### config.mk
export PLATFORM = sky130hd
export DESIGN_NAME = fust_s_issue
export DESIGN_NICKNAME = d
export VERILOG_FILES = /design/src/rtl/fust_s_pkg.sv /design/src/rtl/fust_s_age_arb.sv /design/src/rtl/fust_s_issue.sv
export SDC_FILE = /design/constraint.sdc
export NUM_CORES = 1
export LEC_CHECK = 0
export ABC_AREA = 0
export ABC_CLOCK_PERIOD_IN_PS = 5400
export CORE_MARGIN = 4
export CORE_UTILIZATION = 30
export DETAILED_ROUTE_END_ITERATION = 16
export PLACE_DENSITY = 0.48
export SYNTH_ARGS = -nofsm -noshare
export SYNTH_HDL_FRONTEND = slang
export SYNTH_SLANG_ARGS = --single-unit
export TNS_END_PERCENT = 50
### constraint.sdc
create_clock -name CLK -period 5.4 [get_ports CLK]
set_input_delay 1.62 -clock CLK [delete_from_list [all_inputs] [get_ports CLK]]
set_output_delay 1.62 -clock CLK [all_outputs]
set_load 0.02 [all_outputs]
### src/rtl/fust_s_pkg.sv
// Shared types for the scalar FU status table: row layout, FU encoding,
// producer tags and the issue bundle, plus the tag-wakeup and age helpers.
package fust_s_pkg;

    localparam int NUM_FU = 3;
    localparam int TAG_W  = 2;
    localparam int REG_W  = 5;
    localparam int IMM_W  = 32;
    localparam int AGE_W  = 2;

    typedef logic [TAG_W-1:0] tag_t;

    typedef enum logic [1:0] {
        FU_S_ALU    = 2'd0,
        FU_S_LD_ST  = 2'd1,
        FU_S_BRANCH = 2'd2
    } fu_s_t;

    typedef struct packed {
        logic             busy;
        logic [REG_W-1:0] rd;
        logic [REG_W-1:0] rs1;
        logic [REG_W-1:0] rs2;
        logic [IMM_W-1:0] imm;
        tag_t             t1;
        tag_t             t2;
    } fust_s_row_t;

    typedef struct packed {
        logic             valid;
        fu_s_t            fu;
        logic [REG_W-1:0] rd;
        logic [REG_W-1:0] rs1;
        logic [REG_W-1:0] rs2;
        logic [IMM_W-1:0] imm;
    } issue_s_t;

    // Tag 0 means "ready", so a zero broadcast never wakes anything.
    function automatic tag_t wake_tag(input tag_t tag, input logic wb_valid, input tag_t wb_tag);
        tag_t res;
        if (wb_valid && (wb_tag != tag_t'(0)) && (tag == wb_tag)) begin
            res = tag_t'(0);
        end else begin
            res = tag;
        end
        return res;
    endfunction

    function automatic logic [AGE_W-1:0] age_inc(input logic [AGE_W-1:0] age);
        logic [AGE_W-1:0] res;
        if (age == {AGE_W{1'b1}}) begin
            res = age;
        end else begin
            res = age + AGE_W'(1);
        end
        return res;
    endfunction

endpackage

### src/rtl/fust_s_age_arb.sv
// Oldest-first selector over the eligible rows; equal ages resolve to the
// lowest row index. Purely combinational.
module fust_s_age_arb
    import fust_s_pkg::*;
(
    input  logic [NUM_FU-1:0]       elig,
    input  logic [NUM_FU*AGE_W-1:0] ages,
    output logic [NUM_FU-1:0]       grant,
    output logic [1:0]              idx,
    output logic                    any
);

    logic [AGE_W-1:0] best_age_s;
    logic             take_s;

    // Strictly-greater compare while scanning upward keeps the lowest index on ties
    always_comb begin
        grant      = '0;
        idx        = 2'd0;
        any        = 1'b0;
        best_age_s = '0;
        take_s     = 1'b0;
        for (int i = 0; i < NUM_FU; i++) begin
            take_s     = elig[i] && (!any || (ages[i*AGE_W +: AGE_W] > best_age_s));
            idx        = take_s ? 2'(i) : idx;
            best_age_s = take_s ? ages[i*AGE_W +: AGE_W] : best_age_s;
            any        = any | take_s;
        end
        for (int i = 0; i < NUM_FU; i++) begin
            grant[i] = any && (idx == 2'(i));
        end
    end

endmodule

### src/rtl/fust_s_issue.sv
// Scalar functional-unit status table: accepts dispatch writes, clears
// operand tags on writeback, and issues the oldest ready row per cycle.
module fust_s_issue
    import fust_s_pkg::*;
(
    input  logic              CLK,
    input  logic              nRST,
    input  logic              n_fust_s_en,
    input  logic [1:0]        n_fu_s,
    input  logic [REG_W-1:0]  n_rd,
    input  logic [REG_W-1:0]  n_rs1,
    input  logic [REG_W-1:0]  n_rs2,
    input  logic [IMM_W-1:0]  n_imm,
    input  logic [TAG_W-1:0]  n_t1,
    input  logic [TAG_W-1:0]  n_t2,
    input  logic              flush,
    input  logic              freeze,
    input  logic              wb_valid,
    input  logic [TAG_W-1:0]  wb_tag,
    input  logic [NUM_FU-1:0] ex_ready,
    output logic [NUM_FU-1:0] fust_busy,
    output logic              issue_valid,
    output logic [1:0]        issue_fu,
    output logic [REG_W-1:0]  issue_rd,
    output logic [REG_W-1:0]  issue_rs1,
    output logic [REG_W-1:0]  issue_rs2,
    output logic [IMM_W-1:0]  issue_imm,
    output logic              dispatch_err
);

    fust_s_row_t       row_r   [NUM_FU];
    fust_s_row_t       row_n_s [NUM_FU];
    logic [AGE_W-1:0]  age_r   [NUM_FU];
    logic [AGE_W-1:0]  age_n_s [NUM_FU];
    issue_s_t          issue_r;
    issue_s_t          issue_n_s;
    logic              err_r;
    logic              err_n_s;

    logic [NUM_FU-1:0]       busy_s;
    logic [NUM_FU-1:0]       wr_hit_s;
    logic [NUM_FU-1:0]       wr_go_s;
    logic [NUM_FU-1:0]       elig_s;
    logic [NUM_FU*AGE_W-1:0] ages_s;
    logic                    any_wr_s;
    logic                    issue_go_s;
    logic [NUM_FU-1:0]       arb_grant_s;
    logic [1:0]              arb_idx_s;
    logic                    arb_any_s;

    // Decode the dispatch write and build eligibility from registered state
    always_comb begin
        busy_s   = '0;
        wr_hit_s = '0;
        elig_s   = '0;
        ages_s   = '0;
        for (int i = 0; i < NUM_FU; i++) begin
            busy_s[i]   = row_r[i].busy;
            wr_hit_s[i] = n_fust_s_en & ~flush & ~freeze & (n_fu_s == 2'(i));
            elig_s[i]   = row_r[i].busy & (row_r[i].t1 == tag_t'(0)) &
                          (row_r[i].t2 == tag_t'(0)) & ex_ready[i];
            ages_s[i*AGE_W +: AGE_W] = age_r[i];
        end
        wr_go_s    = wr_hit_s & ~busy_s;
        any_wr_s   = |wr_go_s;
        err_n_s    = err_r | (|(wr_hit_s & busy_s));
        issue_go_s = arb_any_s & ~flush & ~freeze;
    end

    fust_s_age_arb u_arb (
        .elig  (elig_s),
        .ages  (ages_s),
        .grant (arb_grant_s),
        .idx   (arb_idx_s),
        .any   (arb_any_s)
    );

    // Per-row next state: flush beats write, write beats issue, issue beats aging
    always_comb begin
        for (int i = 0; i < NUM_FU; i++) begin
            row_n_s[i] = row_r[i];
            age_n_s[i] = age_r[i];
            if (flush) begin
                row_n_s[i].busy = 1'b0;
                row_n_s[i].t1   = tag_t'(0);
                row_n_s[i].t2   = tag_t'(0);
                age_n_s[i]      = '0;
            end else if (wr_go_s[i]) begin
                row_n_s[i].busy = 1'b1;
                row_n_s[i].rd   = n_rd;
                row_n_s[i].rs1  = n_rs1;
                row_n_s[i].rs2  = n_rs2;
                row_n_s[i].imm  = n_imm;
                row_n_s[i].t1   = wake_tag(n_t1, wb_valid, wb_tag);
                row_n_s[i].t2   = wake_tag(n_t2, wb_valid, wb_tag);
                age_n_s[i]      = '0;
            end else if (issue_go_s && arb_grant_s[i]) begin
                row_n_s[i].busy = 1'b0;
                age_n_s[i]      = '0;
            end else if (row_r[i].busy) begin
                row_n_s[i].t1 = wake_tag(row_r[i].t1, wb_valid, wb_tag);
                row_n_s[i].t2 = wake_tag(row_r[i].t2, wb_valid, wb_tag);
                age_n_s[i]    = any_wr_s ? age_inc(age_r[i]) : age_r[i];
            end else begin
                row_n_s[i] = row_r[i];
            end
        end
    end

    // Issue register: payload holds when idle, valid is a single-cycle pulse
    always_comb begin
        issue_n_s       = issue_r;
        issue_n_s.valid = 1'b0;
        if (issue_go_s) begin
            issue_n_s.valid = 1'b1;
            issue_n_s.fu    = fu_s_t'(arb_idx_s);
            issue_n_s.rd    = row_r[arb_idx_s].rd;
            issue_n_s.rs1   = row_r[arb_idx_s].rs1;
            issue_n_s.rs2   = row_r[arb_idx_s].rs2;
            issue_n_s.imm   = row_r[arb_idx_s].imm;
        end else begin
            issue_n_s.valid = 1'b0;
        end
    end

    // State registers
    always_ff @(posedge CLK or negedge nRST) begin
        if (!nRST) begin
            for (int i = 0; i < NUM_FU; i++) begin
                row_r[i] <= '0;
                age_r[i] <= '0;
            end
            issue_r <= '0;
            err_r   <= 1'b0;
        end else begin
            for (int i = 0; i < NUM_FU; i++) begin
                row_r[i] <= row_n_s[i];
                age_r[i] <= age_n_s[i];
            end
            issue_r <= issue_n_s;
            err_r   <= err_n_s;
        end
    end

    assign fust_busy    = busy_s;
    assign issue_valid  = issue_r.valid;
    assign issue_fu     = issue_r.fu;
    assign issue_rd     = issue_r.rd;
    assign issue_rs1    = issue_r.rs1;
    assign issue_rs2    = issue_r.rs2;
    assign issue_imm    = issue_r.imm;
    assign dispatch_err = err_r;

endmodule

# After elaboration in Yosys (flattened, before gate mapping)
# Index checks and enable logic that the tools add are counted.
word_totals:
  register_bits: 213
  in_bits: 64
op_classes:
  n_addsub: 3
  muxes: 52
  n_reduce_logical: 62
  n_bitwise: 25
  n_lt_le_gt_ge: 3
  eq_ne: 21
op_table:
  columns: ["op", "count"]
  rows:
  - ["52-bit 2-to-1 mux", 3]
  - ["52-bit binary-select mux with 2-bit select", 1]
  - ["51-bit 2-to-1 mux", 2]
  - ["2-bit 2-to-1 mux", 29]
  - ["4-bit 2-to-1 mux", 9]
  - ["3-bit nonzero test", 12]
  - ["3-bit AND reduction", 9]
  - ["4-bit nonzero test", 6]
  - ["1-bit logical AND", 17]
  - ["1-bit bitwise AND", 16]
  - ["2-bit equality test", 8]
  - ["2-bit logical NOT", 8]
  - ["4-bit != test (second input constant)", 3]
  - ["2-bit equality test (second input constant)", 5]
  - ["3-bit != test (second input constant)", 3]
  - ["1-bit 2-to-1 mux", 8]
  - ["2-bit by 1-bit adder with 2-bit output (second input constant)", 3]
  - ["3-bit bitwise AND", 2]
  - ["2-bit AND reduction", 3]
  - ["3-bit OR reduction", 2]
  - ["2-bit by 1-bit equality test with 1-bit output (second input constant)", 2]
  - ["2-bit greater-than comparator", 2]
  - ["3-bit >= comparator (second input constant)", 1]
  - ["2-bit NOT with 3-bit output", 1]
  - ["other kinds (6)", 11]

# Logic depth before layout (Yosys ltp)
# Gate-level depths: netlist of the first run.
logic_depth:
  word_depth: 19
  mapped_depth: 18
  ltp_nobuf: 15

# Modules after synthesis
# Synthesis of the first run repeated with hierarchy kept, for this count alone.
hier_totals:
  cells_unflattened: 779
  area_unflattened_um2: 9509.1
modules_own_cells:
  columns: ["mod", "cells_each", "n_inst", "area_each_um2", "seq_area_each_um2"]
  rows:
  - ["fust_s_issue", 750, 1, 9307.7, 5330.1]
  - ["fust_s_age_arb", 29, 1, 201.4, 0.0]

# Worst setup path after synthesis of the first run
# Ideal clock, no wire load.
synth_timing:
  path_kind: "input-to-reg"
  startpoint: "in ex_ready[0]"
  endpoint: "reg issue_r (netlist bit issue_imm[1])"
  stages: 17
  arrival_time_ps: 4643
  required_ps: 5274
  setup_slack_ps: 631
  setup_time_ps: 126
  cell_sequence: "and3b_1 nand2_1 ha_1 nor2b_1 o21ai_0 a21oi_1 buf_2 buf_4 a22o_1 ha_1 nand2_1 o2111ai_1 and3_4 buf_6 buf_6 a22o_1 a221o_1"
synth_via:
  elab_chain_cells: 14
  word_cells_on_any_way: 21
  classes_between: "order compare (2); mux (7); bitwise (6); reduce/logical (6)"
synth_rtl:
  columns: ["element", "line_no", "source"]
  rows:
  - ["start: declaration", "fust_s_issue.sv:20", "input logic [NUM_FU-1:0] ex_ready,"]
  - ["1-bit bitwise AND *", "fust_s_issue.sv:61", "(row_r[i].t2 == tag_t'(0)) & ex_ready[i];"]
  - ["2-bit 2-to-1 mux", "fust_s_age_arb.sv:26", "best_age_s = take_s ? ages[i*AGE_W +: AGE_W] : best_age_s;"]
  - ["2-bit greater-than comparator", "fust_s_age_arb.sv:24", "take_s = elig[i] && (!any || (ages[i*AGE_W +: AGE_W] > best_age_s));"]
  - ["1-bit logical OR", "fust_s_age_arb.sv:24", null]
  - ["1-bit logical AND", "fust_s_age_arb.sv:24", null]
  - ["2-bit 2-to-1 mux or 1-bit bitwise OR (tied branches)", "fust_s_age_arb.sv:26, fust_s_age_arb.sv:27", null]
  - ["2-bit greater-than comparator or 1-bit logical NOT (tied branches)", "fust_s_age_arb.sv:24", null]
  - ["1-bit logical OR", "fust_s_age_arb.sv:24", null]
  - ["1-bit logical AND", "fust_s_age_arb.sv:24", null]
  - ["2-bit 2-to-1 mux", "fust_s_age_arb.sv:25", "idx = take_s ? 2'(i) : idx;"]
  - ["2-bit NOT with 3-bit output (not written as such)", "fust_s_issue.sv:120", "issue_n_s.imm = row_r[arb_idx_s].imm;"]
  - ["52-bit binary-select mux with 2-bit select", "fust_s_issue.sv:120", null]
  - ["51-bit 2-to-1 mux (not written as such) (2 in a row)", "fust_s_issue.sv:120", null]
  - ["end signal: assignment", "fust_s_issue.sv:140", "issue_r <= issue_n_s;"]
  - ["end: declaration", "fust_s_issue.sv:35", "issue_s_t issue_r;"]
# Every way passes the cells marked *; elsewhere a longest branch is shown, timed or not. The select of a mux whose other input is x is not followed.
# A chain may end at the register's enable or synchronous reset.

# Worst setup path in the final report of the first run
layout_timing:
  startpoint: "in ex_ready[0]"
  endpoint: "reg issue_r (netlist bit issue_imm[19])"
# Same word-level chain as after synthesis.

==> results of run 1 <==
layout make-up:
type,instances,area [sq um]
Clock inverter,9,123
Tap cell,390,488
Multi-Input combinational cell,446,3710
Inverter,3,11.3
Timing Repair Buffer,142,1430
Sequential cell,213,5330
Fill cell,2886,18100
Clock buffer,36,747
kinds of logic (layout without fill, tap and decap cells):
kind of cell	after synthesis	in the layout	synth area share
buffers and inverters	47	190	0.0239
and+or+nand+nor	130	130	0.0741
adders and majority gates	7	7	0.00952
AOI/OAI and AO/OA	151	151	0.124
xor gates and xnor gates	13	13	0.0124
DFF	213	213	0.580
muxes	145	145	0.177
where the power goes:
part / switching, mW / internal [mW] / total, mW
logic: 0.382 / 0.529 / 0.911
registers: 0.197 / 1.95 / 2.14
clock network: 0.653 / 1.10 / 1.75
how the worst max path moves through the flow:
stage	end	startpoint	slack [ns]
floorplan	issue_imm[1]	ex_ready[0]	0.63
global placement	issue_rd[1]	ex_ready[0]	0.31
detailed placement	issue_imm[2]	ex_ready[0]	0.23
CTS	issue_imm[31]	ex_ready[0]	0.74
global route	issue_imm[31]	ex_ready[0]	0.54
finish	issue_imm[19]	ex_ready[0]	0.71
through the flow:
stage	worst slack (ns)	cells	hold WS, ns
finish	0.711	1239	0.464
global route	0.540	1239	0.492
CTS	0.744	1239	0.469
detailed placement	0.234	1194	0.455
global placement	0.306	1194	0.462
floorplan	0.631	706	0.444
synthesized netlist by cell type (all sizes together) (6+ instances only):
cell type and instances:
nand3 9, clkbuf 27, nor2 37, a221o 25, nor2b 22, nand3b 6
a21oi 7, o31ai 18, xnor2 8, mux2 141, nand2 38, buf 17
a211oi 18, o211ai 8, ha 7, a22o 26, o21ai 31, dfrtp 213
critical path, stage by stage:
cell and delay [ns]:
clkdlybuf4s50_1 0.49, and3b_1 0.23, nand2_1 0.08, ha_1 0.29
nor2b_1 0.13, o21ai_0 0.16, buf_4 0.16, o21a_1 0.16
a22oi_1 0.08, ha_1 0.29, nor2b_1 0.16, o2111ai_1 0.26
and3_4 0.37, buf_12 0.16, a22o_1 0.17, a221o_1 0.26
layout by cell type (no fill, tap or decap), drive strengths merged, types with 4 or more instances in the layout:
master,count
nand2b,4
xnor2,8
a22o,26
ha,7
nand3b,6
clkbuf,36
nor2b,22
xor2,5
dfrtp,213
a21oi,7
nor2,37
a221o,25
o31ai,18
nand2,38
nand3,9
clkinv,5
a211oi,18
mux2i,4
o211ai,8
buf,26
a31oi,4
o21ai,31
clkdlybuf4s50,116
mux2,141
per-layer routing:
metal / part of all wire / vias to the layer above / track usage
met5: 0.0012 / - / 0
met4: 0.012 / 4 / 0.0280
met3: 0.047 / 27 / 0.0282
met2: 0.46 / 104 / 0.223
met1: 0.48 / 3140 / 0.197
li1: - / 2851 / -
registers in the layout, summed over array words and instances (netlist names):
name	cells
issue_imm	32
issue_rs2	5
issue_rs1	5
fust_busy	3
dispatch_err	1
row_r	153
issue_fu	2
issue_valid	1
age_r	6
issue_rd	5
==> key figures, run 1 <==
Status
  • Status: complete, no violations

Power
  • Pleak: slightly above 5 nW
  • Peak supply drop: roughly 160 uV
  • PwrDens: a little over 400 nW/um^2
  • Total Power: 4.81 mW

Timing
  • Final Setup Violations: 0
  • Final min period: 4.69 ns
  • Final period util: 0.868
  • Unrepaired setup endpoints after global routing: false
  • Max Freq: 0.213 GHz
  • Final hold viol count: 0
  • Setup_tns: 0 ns
  • Slew headroom: 0.439
  • Slew Viols, Final: 0
  • Worst-margin pin slew: 0.842 ns
  • Layout Skew: ~0.014 ns

Global route
  • Largest net degree at the start of global routing: about 110
  • GR Util All Layers: 0.139
  • Initial antenna violation count: 2
  • Vias in the first global route: 6349
  • Overflow after GRT: 0
  • Global-route wire length before repair: roughly 37000 microns

Clock tree
  • Worst skew pair latency: between 0.5 and 0.6 ns
  • CTS Sinks: 213
  • Clk slew on worst S/H paths: 0.06 ns
  • Setup bufs post-CTS: 0
  • CTS tree: built
  • CTS Root Cell: clkbuf_16
  • Post-CTS Resized: 0
  • Worst-case clock buffer depth: 3
  • Total CTS buffers: 25
  • Hold_buf cts: 0
  • H-tree level count: 1

Layout
  • Area growth, synth to finish: 28.7%
  • Layout cells sized above 1: 0.265
  • Final net count: 902
  • N_diodes: 0
  • Fin area: 11800 sq um
  • Final core area utilization: 0.395

Synth
  • Async S/R FF share, synth: 1.00
  • Post-Syn Area: 9200 sq um
  • Synth unique cells: 47
  • Share of the synthesized area in the top cell type: 0.580
  • Area contributors post-synth: dfrtp_1, mux2_2, a221o_1
  • Ys flop type: dfrtp_1
  • Mean post-synth cell area: 13.0 sq um
  • Ys Warns: 0
  • EDFF count, synth: 0
  • Post-synth net total: 777
  • Seq/Total Area, Yosys: 0.580
  • Post-synthesis register bit count: 213
  • Synth area leader: dfrtp_1
  • Post-synthesis cell count: just over 700

Drt
  • Drt pass-1 iters: 4
  • DR vias: 6126
  • Final WL: 23400 microns
  • Initial DRC Count: 249
  • Wire per inst: around 19 microns
  • # DRC: 0
  • Via density: 4.94
  • Post-DRT Antenna Nets: 0

Setup path
  • Arrival @ worst endpoint: between 5 and 6 ns
  • Crit Path Max Fanout: 11
  • Reg2reg setup slack: roughly 1.4 ns
  • Setup crit end kind: flip-flop
  • CP Data Required Time: 5.78 ns
  • R2r worst-path depth: 16
  • FF-to-FF Start: fust_busy[0]
  • Capture point of the worst reg-to-reg path: issue_imm[19]
  • Kind of critical path: in2reg
  • Setup crit start kind: primary input

Floorplan
  • Die area: approximately 34000 sq um
  • Core box area: 30000 sq um
  • Initial Util: 0.307
  • IO Pins: between 100 and 150
  • Site row count: 63
  • Die X-Extent: ~180 microns
  • Die Span Y: 183 microns

Worst hold path
  • Worst hold start: dispatch_err
  • Hold path cells: 1
  • Hold Path End: dispatch_err
  • Hold crit path type: reg2reg

Place
  • Placed Area: ~11000 sq um
  • HPWL Detailed: between 10000 and 15000 microns
  • Port Buffers: about 120
  • Gp weighted congestion: 0.732

Flow run
  • Max_cap viols: 0
Power figures use the tool's default switching activity.
==> run 2, diff against run 1 <==
--- a/config.mk
+++ b/config.mk
@@ -7,11 +7,12 @@
 export LEC_CHECK = 0
 export ABC_AREA = 0
 export ABC_CLOCK_PERIOD_IN_PS = 5400
-export CORE_MARGIN = 4
+export CORE_MARGIN = 5
 export CORE_UTILIZATION = 30
 export DETAILED_ROUTE_END_ITERATION = 16
-export PLACE_DENSITY = 0.48
+export PLACE_DENSITY = 0.47
 export SYNTH_ARGS = -nofsm -noshare
 export SYNTH_HDL_FRONTEND = slang
+export SYNTH_HIERARCHICAL = 1
 export SYNTH_SLANG_ARGS = --single-unit
 export TNS_END_PERCENT = 50
==> run 2 against run 1 <==
Against the previous run: critical endpoint is now age_r[4]; routed wire length decreased by 0.72%; combinational power increased by 30%; cell count increased by 6.5%; flip-flop and latch count unchanged; final area increased by 2.1%; count of clock-buffer cells in the layout increased by 1; utilization decreased by 1.0 points; clock power decreased by 7%; clock skew about the same; worst setup slack got worse by 0.19 ns; area after synthesis increased by 3.4%; non-clock buffer count increased by 4; highest routed layer unchanged.
==> key figures, run 2 <==
Status
  • Status: complete, no violations (unchanged)

Synth
  • Mean post-synth cell area: 12.2 sq um (was 13.0 sq um)
  • Seq/Total Area, Yosys: 0.561 (was 0.580)
  • EDFF count, synth: 0 (unchanged)
  • Count leader, synth: dfrtp_1 (unchanged)
  • Post-Syn Area: 9510 sq um (was 9200 sq um)
  • Async S/R FF share, synth: 1.00 (unchanged)
  • Ys flop type: dfrtp_1 (unchanged)
  • Share of the synthesized area in the top cell type: 0.561 (was 0.580)
  • Ys Warns: 6 (was 0)
  • Area contributors post-synth: dfrtp_1, mux2_2, a21oi_1 (was dfrtp_1, mux2_2, a221o_1)
  • Post-synthesis register bit count: 213 (unchanged)
  • Synth area leader: dfrtp_1 (unchanged)
  • Post-synthesis cell count: 779 (was 706)
  • Post-synth net total: 850 (was 777)
  • Synth unique cells: 54 (was 47)
  • Commonest cells in the netlist: dfrtp_1, mux2_2, nor2_1 (was dfrtp_1, mux2_2, nand2_1)

Layout
  • Area of the multi-input gates: 3930 sq um (was 3710 sq um)
  • Area taken by flip-flops and latches: 5330 sq um (unchanged)
  • Largest register FFs: 153 (unchanged)
  • Fin area: 12100 sq um (was 11800 sq um)
  • Commonest cells after routing, fill and taps aside: dfrtp_1, mux2_2, clkdlybuf4s50_1 (unchanged)
  • Most flop-heavy register: row_r (unchanged)
  • Final net count: 973 (was 902)
  • Area growth, synth to finish: 27.1% (was 28.7%)
  • Layout cells sized above 1: 0.257 (was 0.265)
  • N_diodes: 0 (unchanged)
  • Commonest non-fill, non-tap cell in the layout: dfrtp_1 (unchanged)
  • Fillers: 3071 (was 2886)

Clock tree
  • Worst-case clock buffer depth: 3 (unchanged)
  • Setup bufs post-CTS: 0 (unchanged)
  • Total CTS buffers: 25 (unchanged)
  • H-tree level count: 1 (unchanged)
  • Clk slew on worst S/H paths: 0.05 ns (was 0.06 ns)
  • Worst skew pair latency: 0.52 ns (was 0.51 ns)
  • CTS Sinks: 213 (unchanged)
  • CTS Root Cell: clkbuf_16 (unchanged)
  • CTS tree: built (unchanged)
  • Hold_buf cts: 0 (unchanged)
  • Post-CTS Resized: 0 (unchanged)

Drt
  • Final WL: 23200 microns (was 23400 microns)
  • DR vias: 6275 (was 6126)
  • Wire per inst: 17.6 microns (was 18.9 microns)
  • # DRC: 0 (unchanged)
  • Initial DRC Count: 313 (was 249)
  • Drt pass-1 iters: 4 (unchanged)
  • Post-DRT Antenna Nets: 0 (unchanged)
  • Via density: 4.75 (was 4.94)

Timing
  • Unrepaired setup endpoints after global routing: false (unchanged)
  • Slew Viols, Final: 0 (unchanged)
  • Setup_tns: 0 ns (unchanged)
  • Final hold viol count: 0 (unchanged)
  • Final min period: 4.88 ns (was 4.69 ns)
  • Final Setup Violations: 0 (unchanged)
  • Final WS setup: 0.521 ns (was 0.711 ns)
  • Slew headroom: 0.415 (was 0.439)
  • Max Freq: 0.205 GHz (was 0.213 GHz)
  • Worst-margin pin slew: 0.878 ns (was 0.842 ns)
  • Final period util: 0.904 (was 0.868)
  • Layout Skew: 0.0142 ns (was 0.0139 ns)

Setup path
  • CP bufs+invs: 2 (was 3)
  • FF-to-FF Start: fust_busy[0] (unchanged)
  • Highest-delay cell along the critical path: clkdlybuf4s50_1 (unchanged)
  • Reg2reg setup slack: 1.29 ns (was 1.42 ns)
  • Critical Path, Cell by Cell: clkdlybuf4s50_1 -> and3_1 -> and2_2 -> inv_1 -> ha_1 -> nor2b_1 -> o31a_1 -> a32o_2 -> ha_1 -> nand2_1 -> o211ai_1 -> and3_2 -> and4bb_2 -> a211oi_1 -> or4b_1 -> nand2_1 (was clkdlybuf4s50_1 -> and3b_1 -> nand2_1 -> ha_1 -> nor2b_1 -> o21ai_0 -> buf_4 -> o21a_1 -> a22oi_1 -> ha_1 -> nor2b_1 -> o2111ai_1 -> and3_4 -> buf_12 -> a22o_1 -> a221o_1)
  • Kind of critical path: in2reg (unchanged)
  • Critical Path Sink: age_r[4] (was issue_imm[19])
  • R2r worst-path depth: 16 (unchanged)
  • CP Data Required Time: 5.85 ns (was 5.78 ns)
  • Worst path depth: 16 (unchanged)
  • Slowest Stage Delay on Critical Path: 0.48 ns (was 0.49 ns)
  • Crit Path Max Fanout: 5 (was 11)
  • Setup crit start kind: primary input (unchanged)
  • Arrival @ worst endpoint: 5.33 ns (was 5.07 ns)
  • Capture point of the worst reg-to-reg path: age_r[4] (was issue_imm[19])
  • Top delay family on crit path: simple AND/OR/NAND/NOR gates (was compound AO/OA/AOI/OAI gates)
  • Setup crit end kind: flip-flop (unchanged)
  • CP startpoint: ex_ready[0] (unchanged)

Power
  • Pleak: 5.15 nW (was 5.16 nW)
  • PwrDens: 415 nW/um^2 (was 406 nW/um^2)
  • Peak supply drop: 219 uV (was 159 uV)

Floorplan
  • Die area: 35400 sq um (was 33500 sq um)
  • Core box area: 31400 sq um (was 30000 sq um)
  • IO Pins: 118 (unchanged)
  • Initial Util: 0.303 (was 0.307)
  • Die X-Extent: 188 microns (was 183 microns)
  • Die Span Y: 188 microns (was 183 microns)
  • Site row count: 65 (was 63)

Place
  • Gp weighted congestion: 0.730 (was 0.732)
  • Place WS: 0.00924 ns (was 0.234 ns)
  • Placed Area: 11300 sq um (was 11000 sq um)
  • Port Buffers: 117 (unchanged)
  • HPWL Detailed: 15000 microns (was 14800 microns)

Global route
  • Largest net degree at the start of global routing: 108 (was 105)
  • Global-route wire length before repair: 38100 microns (was 37100 microns)
  • Overflow after GRT: 0 (unchanged)
  • Initial antenna violation count: 1 (was 2)
  • Vias in the first global route: 6617 (was 6349)
  • GR Util All Layers: 0.132 (was 0.139)

Flow run
  • Max_cap viols: 0 (unchanged)

Worst hold path
  • Hold crit path type: reg2reg (unchanged)
run 2: cell types whose count changed after synthesis, sizes merged, moves of 7 or more:
cell     previous run  this run
nor2b              22         4
a22o               26         0
nor2               37        98
mux2i               4        48
nand2              38        12
a21oi               7        96
o31ai              18         0
buf                17        32
a211oi             18         2
clkbuf             27        18
a221o              25         0
nand3               9         1
o2bb2ai             0         7
o21ai              31         9
run 2: how the worst min path moves through the flow:
| stage | to | start | cells after the start | slack (ns) |
|---|---|---|---|---|
| 6_report | dispatch_err | dispatch_err | 2 | 0.49 |
| 5_1_grt | row_r[147] | row_r[147] | 1 | 0.51 |
| 4_1_cts | row_r[117] | row_r[117] | 1 | 0.51 |
| 3_5_place_dp | dispatch_err | dispatch_err | 2 | 0.49 |
| 3_3_place_gp | row_r[16] | row_r[16] | 1 | 0.49 |
| 2_1_floorplan | row_r[108] | row_r[108] | 1 | 0.48 |
run 2: cells by family (layout without fill, tap and decap cells):
family | after synthesis | in the layout | share of synthesized area
compound gates | 139 | 139 | 0.0845
xor+xnor | 17 | 17 | 0.0157
fa+ha+maj | 7 | 7 | 0.00921
buf+inv | 58 | 197 | 0.0286
flops | 213 | 213 | 0.561
mux | 192 | 192 | 0.221
simple gates | 153 | 153 | 0.0805
run 2: per-layer routing:
metal	wire (microns)	vias to the layer above	track usage
met5	13	-	0
met4	533	2	0.0299
met3	1060	34	0.0268
met2	10400	109	0.209
met1	11200	3125	0.187
li1	-	3005	-
run 2: cell type report:
type | instances | area share
Clock buffer | 37 | 0.0638
Clock inverter | 6 | 0.00321
Inverter | 8 | 0.00248
Multi-Input combinational cell | 508 | 0.325
Sequential cell | 213 | 0.441
Tap cell | 402 | 0.0416
Timing Repair Buffer | 146 | 0.123
run 2: per-stage QoR:
step            util  hold slack, ns  std cells  total power, mW
2_1_floorplan      -           0.479        779             2.87
3_5_place_dp   0.359           0.489       1277             3.43
3_3_place_gp   0.359           0.486       1277             3.41
5_1_grt        0.385           0.507       1320             5.31
4_1_cts        0.385           0.505       1320             5.11
6_report       0.385           0.494       1320             5.01
run 2: report_power, final:
| group | switching, mW | leakage (nW) | internal (mW) |
|---|---|---|---|
| logic | 0.550 | 2.12 | 0.631 |
| registers | 0.204 | 2.64 | 2.00 |
| clock network | 0.652 | 0.399 | 0.979 |
run 2: worst min-delay path: cells and delay by family (launching register included):
kind,cells,cell delay [ns]
compound gates,2,0.11
flops,1,0.34
==> run 3, diff against run 2 <==
==> constraint.sdc (replaced) <==
create_clock -name CLK -period 5.4 [get_ports CLK]
set_input_delay 1.62 -clock CLK [delete_from_list [all_inputs] [get_ports CLK]]
set_output_delay 1.62 -clock CLK [all_outputs]
set_load 0.01 [all_outputs]
==> results of run 3 <==
Same layout as run 2 (identical final DEF). Status: complete, no violations.
Among the figures that moved: total power 5.01 mW -> 4.89 mW
